--- config.mk ---
export PLATFORM = sky130hd
export DESIGN_NAME = mode_sequencer
export DESIGN_NICKNAME = d
export VERILOG_FILES = /design/src/rtl/mode_sequencer_pkg.sv /design/src/rtl/mode_sequencer.sv
export SDC_FILE = /design/constraint.sdc
export NUM_CORES = 1
export LEC_CHECK = 0
export BUFFER_PORTS_ARGS = -buffer_cell sky130_fd_sc_hd__buf_4
export CAP_MARGIN = 20
export CELL_PAD_IN_SITES_DETAIL_PLACEMENT = 1
export CELL_PAD_IN_SITES_GLOBAL_PLACEMENT = 2
export CORE_MARGIN = 2
export CORE_UTILIZATION = 26
export CTS_BUF_LIST = sky130_fd_sc_hd__clkbuf_2
export CTS_CLUSTER_DIAMETER = 120
export DETAILED_ROUTE_END_ITERATION = 10
export GPL_TIMING_DRIVEN = 0
export MAX_ROUTING_LAYER = met4
export PLACE_DENSITY_LB_ADDON = 0.1
export SLEW_MARGIN = 25
export SYNTH_ARGS = -nofsm -noshare
export SYNTH_HDL_FRONTEND = slang
export SYNTH_SLANG_ARGS = --single-unit
--- constraint.sdc ---
create_clock -name iCLK -period 3.5 [get_ports iCLK]
set_clock_uncertainty 0.2 [all_clocks]
set_input_delay 0.7 -clock iCLK [delete_from_list [all_inputs] [get_ports iCLK]]
set_output_delay 0.7 -clock iCLK [all_outputs]
set_load 0.1 [all_outputs]
--- src/rtl/mode_sequencer_pkg.sv ---
// mode_sequencer_pkg: network mode constants and sequencer state encoding shared with the neuron layers
package mode_sequencer_pkg;
  localparam logic MODE_TRAIN = 1'b1;
  localparam logic MODE_TEST = 1'b0;
  typedef enum logic [2:0] {IDLE, TRAIN, DRAIN_T, TEST, DRAIN_E, DONE} state_t;
endpackage

--- src/rtl/mode_sequencer.sv ---
// mode_sequencer: gates the sample stream through TRAIN/TEST epochs and keeps mode stable while samples are in flight
module mode_sequencer
  import mode_sequencer_pkg::*;
#(
  parameter int WIDTH = 16,
  parameter int NTRAIN = 8,
  parameter int NTEST = 4,
  parameter int NEPOCH = 2,
  parameter int MAXOUT = 4
) (
  input  logic                          iCLK,
  input  logic                          iRST,
  input  logic                          iStart,
  output logic                          oMode,
  output logic                          oBusy,
  output logic                          oDone,
  output logic                          oError,
  output logic [$clog2(NEPOCH+1)-1:0]   oEpoch,
  input  logic                          iValid_AM,
  output logic                          oReady_AM,
  input  logic [WIDTH-1:0]              iData_AM,
  output logic                          oValid_BM,
  input  logic                          iReady_BM,
  output logic [WIDTH-1:0]              oData_BM,
  input  logic                          iValid_Res,
  input  logic                          iReady_Res
);
  localparam int PW = $clog2((NTRAIN > NTEST ? NTRAIN : NTEST) + 1);
  localparam int OW = $clog2(MAXOUT + 1);
  localparam int EW = $clog2(NEPOCH + 1);
  state_t state, stateNext;
  logic [PW-1:0] phaseCnt, nPhase;
  logic [OW-1:0] outst;
  logic [EW-1:0] epochInc;
  logic admit, accept, complete, lastAccept;
  // admission gating, handshakes and next-state selection
  always_comb begin
    nPhase = state == TRAIN ? PW'(NTRAIN) : PW'(NTEST);
    admit = (state == TRAIN || state == TEST) && phaseCnt < nPhase && outst < OW'(MAXOUT);
    oValid_BM = iValid_AM & admit;
    oReady_AM = iReady_BM & admit;
    oData_BM = iData_AM;
    accept = iValid_AM & oReady_AM;
    complete = iValid_Res & iReady_Res;
    lastAccept = accept && phaseCnt == nPhase - 1'b1;
    epochInc = oEpoch + 1'b1;
    stateNext = state;
    case (state)
      IDLE: stateNext = iStart ? TRAIN : IDLE;
      TRAIN: stateNext = lastAccept ? DRAIN_T : TRAIN;
      DRAIN_T: stateNext = outst == '0 ? TEST : DRAIN_T;
      TEST: stateNext = lastAccept ? DRAIN_E : TEST;
      DRAIN_E: stateNext = outst != '0 ? DRAIN_E : epochInc == EW'(NEPOCH) ? DONE : TRAIN;
      DONE: stateNext = IDLE;
      default: stateNext = IDLE;
    endcase
    oBusy = state != IDLE && state != DONE;
    oDone = state == DONE;
  end
  // state register, phase/epoch counters, in-flight count and sticky underflow error
  always_ff @(posedge iCLK) begin
    if (iRST) begin
      state <= IDLE;
      oMode <= MODE_TEST;
      oEpoch <= '0;
      phaseCnt <= '0;
      outst <= '0;
      oError <= 1'b0;
    end else begin
      state <= stateNext;
      if (stateNext != state && (stateNext == TRAIN || stateNext == TEST)) begin
        phaseCnt <= '0;
        oMode <= stateNext == TRAIN ? MODE_TRAIN : MODE_TEST;
      end else if (accept) begin
        phaseCnt <= phaseCnt + 1'b1;
      end
      if (state == IDLE && iStart) oEpoch <= '0;
      else if (state == DRAIN_E && outst == '0) oEpoch <= epochInc;
      if (accept && !complete) outst <= outst + 1'b1;
      else if (complete && !accept) begin
        if (outst == '0) oError <= 1'b1;
        else outst <= outst - 1'b1;
      end
    end
  end
endmodule

Word level (Yosys, flattened, before mapping)
Index checks and enable logic that the tools add are counted.
{"block": "word_totals", "reg_bits": 14, "latch_bits": 0, "mem_bits_rw": 0, "romBits": 0, "in_bits": 23, "word_cells": 64, "mem_count": 0}
{"block": "classes", "add_sub_neg": 5, "multipliers": 0, "div_mod_pow": 0, "magnitude_cmp": 2, "eq_ne": 12, "shift": 0, "mux": 12, "bitwise_logic": 5, "reduce_logical": 22}
{"op": "$mux W3", "n": 6}
{"op": "$pmux W3 S5", "n": 1}
{"op": "$eq A3 B2 Y1 const B", "n": 3}
{"op": "$logic_and A1 B1 Y1", "n": 9}
{"op": "$eq A3 B1 Y1 const B", "n": 2}
{"op": "$eq A3 B3 Y1 const B", "n": 2}
{"op": "$logic_not A3 Y1", "n": 2}
{"op": "$reduce_bool A3 Y1", "n": 2}
{"op": "$add A4 B1 Y4 const B", "n": 1}
{"op": "$and A1 B1 Y1", "n": 4}
{"op": "$eq A4 B4 Y1", "n": 1}
{"op": "$lt A4 B4 Y1", "n": 1}
{"op": "$mux W4", "n": 1}
{"op": "$reduce_or A2 Y1", "n": 2}
{"op": "$sub A4 B1 Y4 const B", "n": 1}
{"op": "$add A3 B1 Y3 const B", "n": 1}
{"op": "$lt A3 B3 Y1 const B", "n": 1}
{"op": "$mux W1", "n": 3}
{"op": "$ne A3 B3 Y1", "n": 1}
{"op": "$ne A3 B3 Y1 const B", "n": 1}
{"op": "$reduce_and A3 Y1", "n": 1}
{"op": "$sub A3 B1 Y3 const B", "n": 1}
{"op": "$add A2 B1 Y2 const B", "n": 1}
{"op": "$eq A2 B2 Y1 const B", "n": 1}
{"op": "other kinds (7)", "n": 9}

Logic depth before layout (Yosys ltp)
{"block": "logic_depth", "word_depth": 14, "ltp_mapped": 13}

Worst setup path before layout
Ideal clock, no wire load.
{"block": "synth_timing", "kind": "flip-flop to output port", "startpoint": "register state[2]", "endpoint": "output port oDone", "arrival_ps": 2775, "t_required_ps": 2600, "path_slack_ps": -175, "path_stages_with_launch": 3, "path_buffers": 1, "path_cell_list": "dfxtp_1 > buf_2 > nor3b_1"}
{"block": "synth_between", "elab_chain_len": 1}
{"element": "start, declared", "line_no": "mode_sequencer.sv:31", "rtl": "state_t state, stateNext;"}
{"element": "start signal, assigned", "line_no": "mode_sequencer.sv:70", "rtl": "state <= stateNext;"}
{"element": "$eq A3 B3 Y1", "line_no": "mode_sequencer.sv:58", "rtl": "oDone = state == DONE;"}
{"element": "end, declared", "line_no": "mode_sequencer.sv:16", "rtl": "output logic oDone,"}
Every way passes these cells.

Final worst setup path
{"block": "layout_timing", "startpoint": "register state[0]", "endpoint": "register outst[2]"}
{"block": "layout_between", "elab_chain_len": 11}
{"element": "$eq A3 B1 Y1", "line_no": "mode_sequencer.sv:38, mode_sequencer.sv:39"}
{"element": "$mux W4", "line_no": "mode_sequencer.sv:38", "rtl": "nPhase = state == TRAIN ? PW'(NTRAIN) : PW'(NTEST);"}
{"element": "$lt A4 B4 Y1", "line_no": "mode_sequencer.sv:39", "rtl": "admit = (state == TRAIN || state == TEST) && phaseCnt < nPhase && outst < OW'(MAXOUT);"}
{"element": "$logic_and A1 B1 Y1 * (2 in series)", "line_no": "mode_sequencer.sv:39"}
{"element": "$and A1 B1 Y1 *", "line_no": "mode_sequencer.sv:41", "rtl": "oReady_AM = iReady_BM & admit;"}
{"element": "$and A1 B1 Y1 *", "line_no": "mode_sequencer.sv:43", "rtl": "accept = iValid_AM & oReady_AM;"}
{"element": "named net accept", "line_no": "mode_sequencer.sv:35", "rtl": "logic admit, accept, complete, lastAccept;"}
{"element": "$logic_not A1 Y1", "line_no": "mode_sequencer.sv:80", "rtl": "else if (complete && !accept) begin"}
{"element": "$logic_and A1 B1 Y1", "line_no": "mode_sequencer.sv:80"}
{"element": "$reduce_bool A2 Y1 (no line)"}
{"element": "$reduce_and A2 Y1 (no line)"}
{"element": "end signal, assigned", "line_no": "mode_sequencer.sv:79", "rtl": "if (accept && !complete) outst <= outst + 1'b1;"}
{"element": "end signal, assigned", "line_no": "mode_sequencer.sv:82", "rtl": "else outst <= outst - 1'b1;"}
{"element": "end, declared", "line_no": "mode_sequencer.sv:33", "rtl": "logic [OW-1:0] outst;"}
Mark *: on every way through the listed nets, which the timed path passes. The rest lies on a longest branch.
A chain may end at the register's enable or synchronous reset.

==> impl_metrics.ini <==
[setup_path]
critical_path_class = flip-flop to flip-flop
critPathMaxFanout = 9
crit_path_start_kind = flip-flop
required_ns = 3.49
setup.worst_path.end_class = flip-flop
cp_num_cells = 13
critPathSlowestCell = fa_1
cp.arrival_ns = 3.31
cp-startpoint = state[0]
worst_path_dominant_cell_family = simple AND/OR/NAND/NOR gates
rr_worst_depth = 13
max_stage_delay_ns = 0.37
r2r-end = outst[2]
cp_num_buf_inv = 3
cpMostUsedCell = inv_1
endpoint = outst[2]
reg2reg_from = state[0]
rrSetupSlack_ns = 0.19
path_cells = clkbuf_4, and2b_2, nand2b_1, ha_1, and4bb_2, nand3_2, inv_1, ha_2, inv_1, fa_1, or3_1, a21oi_1, mux2_1

[die]
start_util_pct = 27.4
ios = 47
die_y_um = 66.6
die_area_um2 = 4430
core-area_um2 = 3720
die_x_um = 66.6
row_count = 22

[sta]
setup_viol = 0
fin_ws_ns = 0.185
period_minus_slack_ns = 3.31
whs_ns = 0.293
hold_viol_final = 0
tightestPinTransition_ns = 0.548
drv_slew = 0
relSlewSlack_pct = 63.5
totalNegativeSetupSlack_ns = 0
period_share_pct = 94.7
fmax_mhz = 302

[synthesis]
yosys.area.top_type = dfxtp_1
synth.top_cells.by_area = dfxtp_1 (28%), buf_4 (12%), ha_1 (7.4%), nor2_1 (4.4%), inv_1 (3.0%)
syn_nets = 146
ys_types = 46
yosys.area.top_type_share_pct = 27.6
ys_ff_latch = 14
syn_area_per_cell_um2 = 8.77
synth_area_um2 = 1020
syn_inst = 116
ys_seq_area_share_pct = 27.6
yosysWarnings = 0

[layout]
multi_input_area_um2 = 577
fin_util_pct = 36.3
fill_cells = 474
register_area_um2 = 280
final_nets = 183
drive_gt1_share_pct = 46.1
syn2layout_area_growth_pct = 32.5
antenna_cells = 0

[power]
total_power_uw = 444
power_density_nw_per_um2 = 329
p_sw_uw = 200
intPower_uw = 244
vdd_drop_max_mv = 0.140
pwr-share-clk_pct = 18.8
leakage_uw = 0.000645
p_seq_share_pct = 37.9
comb_power_share_pct = 43.3
switching_share_pct = 45.0

[status]
status = completed

[global_route]
overflow = 0
grt_pass1_wl_mm = 3.86
grt_pass1_vias = 872
antenna_found_initial = 0
groute.usage.overall_pct = 11.4
grt_start_max_net_pins = 11

[routing]
dr.pass1.iters = 2
drc = 0
wl_per_cell_um = 11.5
num_vias = 898
antenna_left = 0
drt_iter0_markers = 30
routed_via_density = 4.49
wirelength_mm = 2.29

[clock_tree]
clk_latency_ns = 0.29
numClockSinks = 14
cts_buffers = 3
h-tree-depth = 1
clkTransAtPathRegs_ns = 0.15
cts_buffer_depth = 2
cts-root-buf = clkbuf_2
cts_tree = yes

[place]
pre_cts_ws_ns = 0.0469
dp_hpwl_mm = 1.87
place_congestion = 0.775
io_buffers = 30

[min_path]
hold_path_class = flip-flop to flip-flop

[run]
drv_cap = 0
==> layer usage <==
metal	share of wire (%)	GRT usage (%)	vias up	wire length, µm
met5	0	-	-	0
met4	0.52	2.30	0	12
met3	6.0	3.04	2	137
met2	49	19.1	30	1120
met1	44	13.9	411	1020
li1	-	-	455	-
==> placed cells by master (no fill, tap or decap), drive strengths merged, types with 2 or more instances in the layout <==
| master | n |
|---|---|
| a21oi | 6 |
| mux2 | 2 |
| xnor2 | 2 |
| nor4b | 2 |
| nor2 | 12 |
| dfxtp | 14 |
| mux2i | 2 |
| ha | 6 |
| nand2b | 2 |
| buf | 50 |
| nand2 | 5 |
| and3 | 3 |
| inv | 8 |
| nor3 | 4 |
| nand4 | 2 |
| nand3 | 4 |
| xor2 | 2 |
| clkbuf | 5 |
==> final cells by class <==
class,instances,area share (%)
inverters,8,2.23
well taps,48,4.46
clock buffers,3,1.11
plain buffers,20,10.5
multi-input cells,74,42.8
flip-flops and latches,14,20.8
clock inverters,1,0.279
repair buffers,32,17.8
==> synth_stat cells, drive strengths merged <==
master / instances
a22oi: 1
or3: 1
nand2b: 2
a211o: 1
nor2: 12
fa: 1
buf: 19
inv: 8
and4: 1
mux2i: 2
and4bb: 1
nor3b: 1
o21a: 1
nor4b: 2
clkbuf: 1
nor4: 1
mux2: 2
nor2b: 1
dfxtp: 14
o221ai: 1
a31oi: 1
and3: 3
and2b: 1
o21ai: 1
nand4: 2
a21o: 1
xor2: 2
or2b: 1
o22ai: 1
a2111oi: 1
nand2: 5
ha: 6
xnor2: 2
or2: 1
nor4bb: 1
nor3: 4
nand3: 4
a21oi: 6
==> repair_timing <==
| item | in CTS | in global routing |
|---|---|---|
| hold buffers | 0 | 0 |
| gates resized for setup | 0 | 3 |
| setup buffers | 0 | 2 |
| endpoints found under the hold margin | 0 | 0 |
| endpoints found under the setup margin | 0 | 1 |
==> cells by family (layout without fill, tap and decap cells) <==
logic type	count (synthesis)	in the layout	synth area share, %
XOR/XNOR	4	4	3.44
adder cells (fa/ha/maj)	7	7	9.35
AO/OA/AOI/OAI	15	15	11.1
flip-flops	14	14	27.6
AND/OR/NAND/NOR	44	44	27.4
multiplexers	4	4	4.55
buffers and inverters	28	64	16.6
==> power groups by stage <==
stage                     Combinational [µW]  Clock (µW)  Sequential, µW
after floorplan                          141           0             185
after global placement                   189           0             172
after detailed placement                 191           0             172
after CTS                                191        88.0             168
after global routing                     203        97.3             169
final                                    192        83.3             168
==> state kept, by name, indices dropped and copies added (netlist names) <==
name	flops
phaseCnt	4
outst	3
state	3
oEpoch	2
oError	1
oMode	1
==> through the flow <==
stage | instance area [µm²] | std cells
floorplan | 1020 | 116
global placement | 1310 | 194
detailed placement | 1310 | 194
CTS | 1330 | 198
global route | 1350 | 200
finish | 1350 | 200
==> worst min path at each step <==
stage,from,end,depth (start not counted),slack (ns)
2_1_floorplan,phaseCnt[1],phaseCnt[1],2,0.28
5_1_grt,oMode,oMode,1,0.33
3_5_place_dp,oMode,oMode,1,0.27
4_1_cts,oMode,oMode,1,0.30
3_3_place_gp,oMode,oMode,1,0.25
6_report,oMode,oMode,1,0.29
==> worst reg2reg max path: stages, from the launching register on <==
cell and delay [ns]:
dfxtp_1 0.34, clkbuf_4 0.17, and2b_2 0.17, nand2b_1 0.09, ha_1 0.21, and4bb_2 0.34
nand3_2 0.14, inv_1 0.09, ha_2 0.20, inv_1 0.05, fa_1 0.37, or3_1 0.37
a21oi_1 0.14, mux2_1 0.33
(Power assumes the default switching activity.)
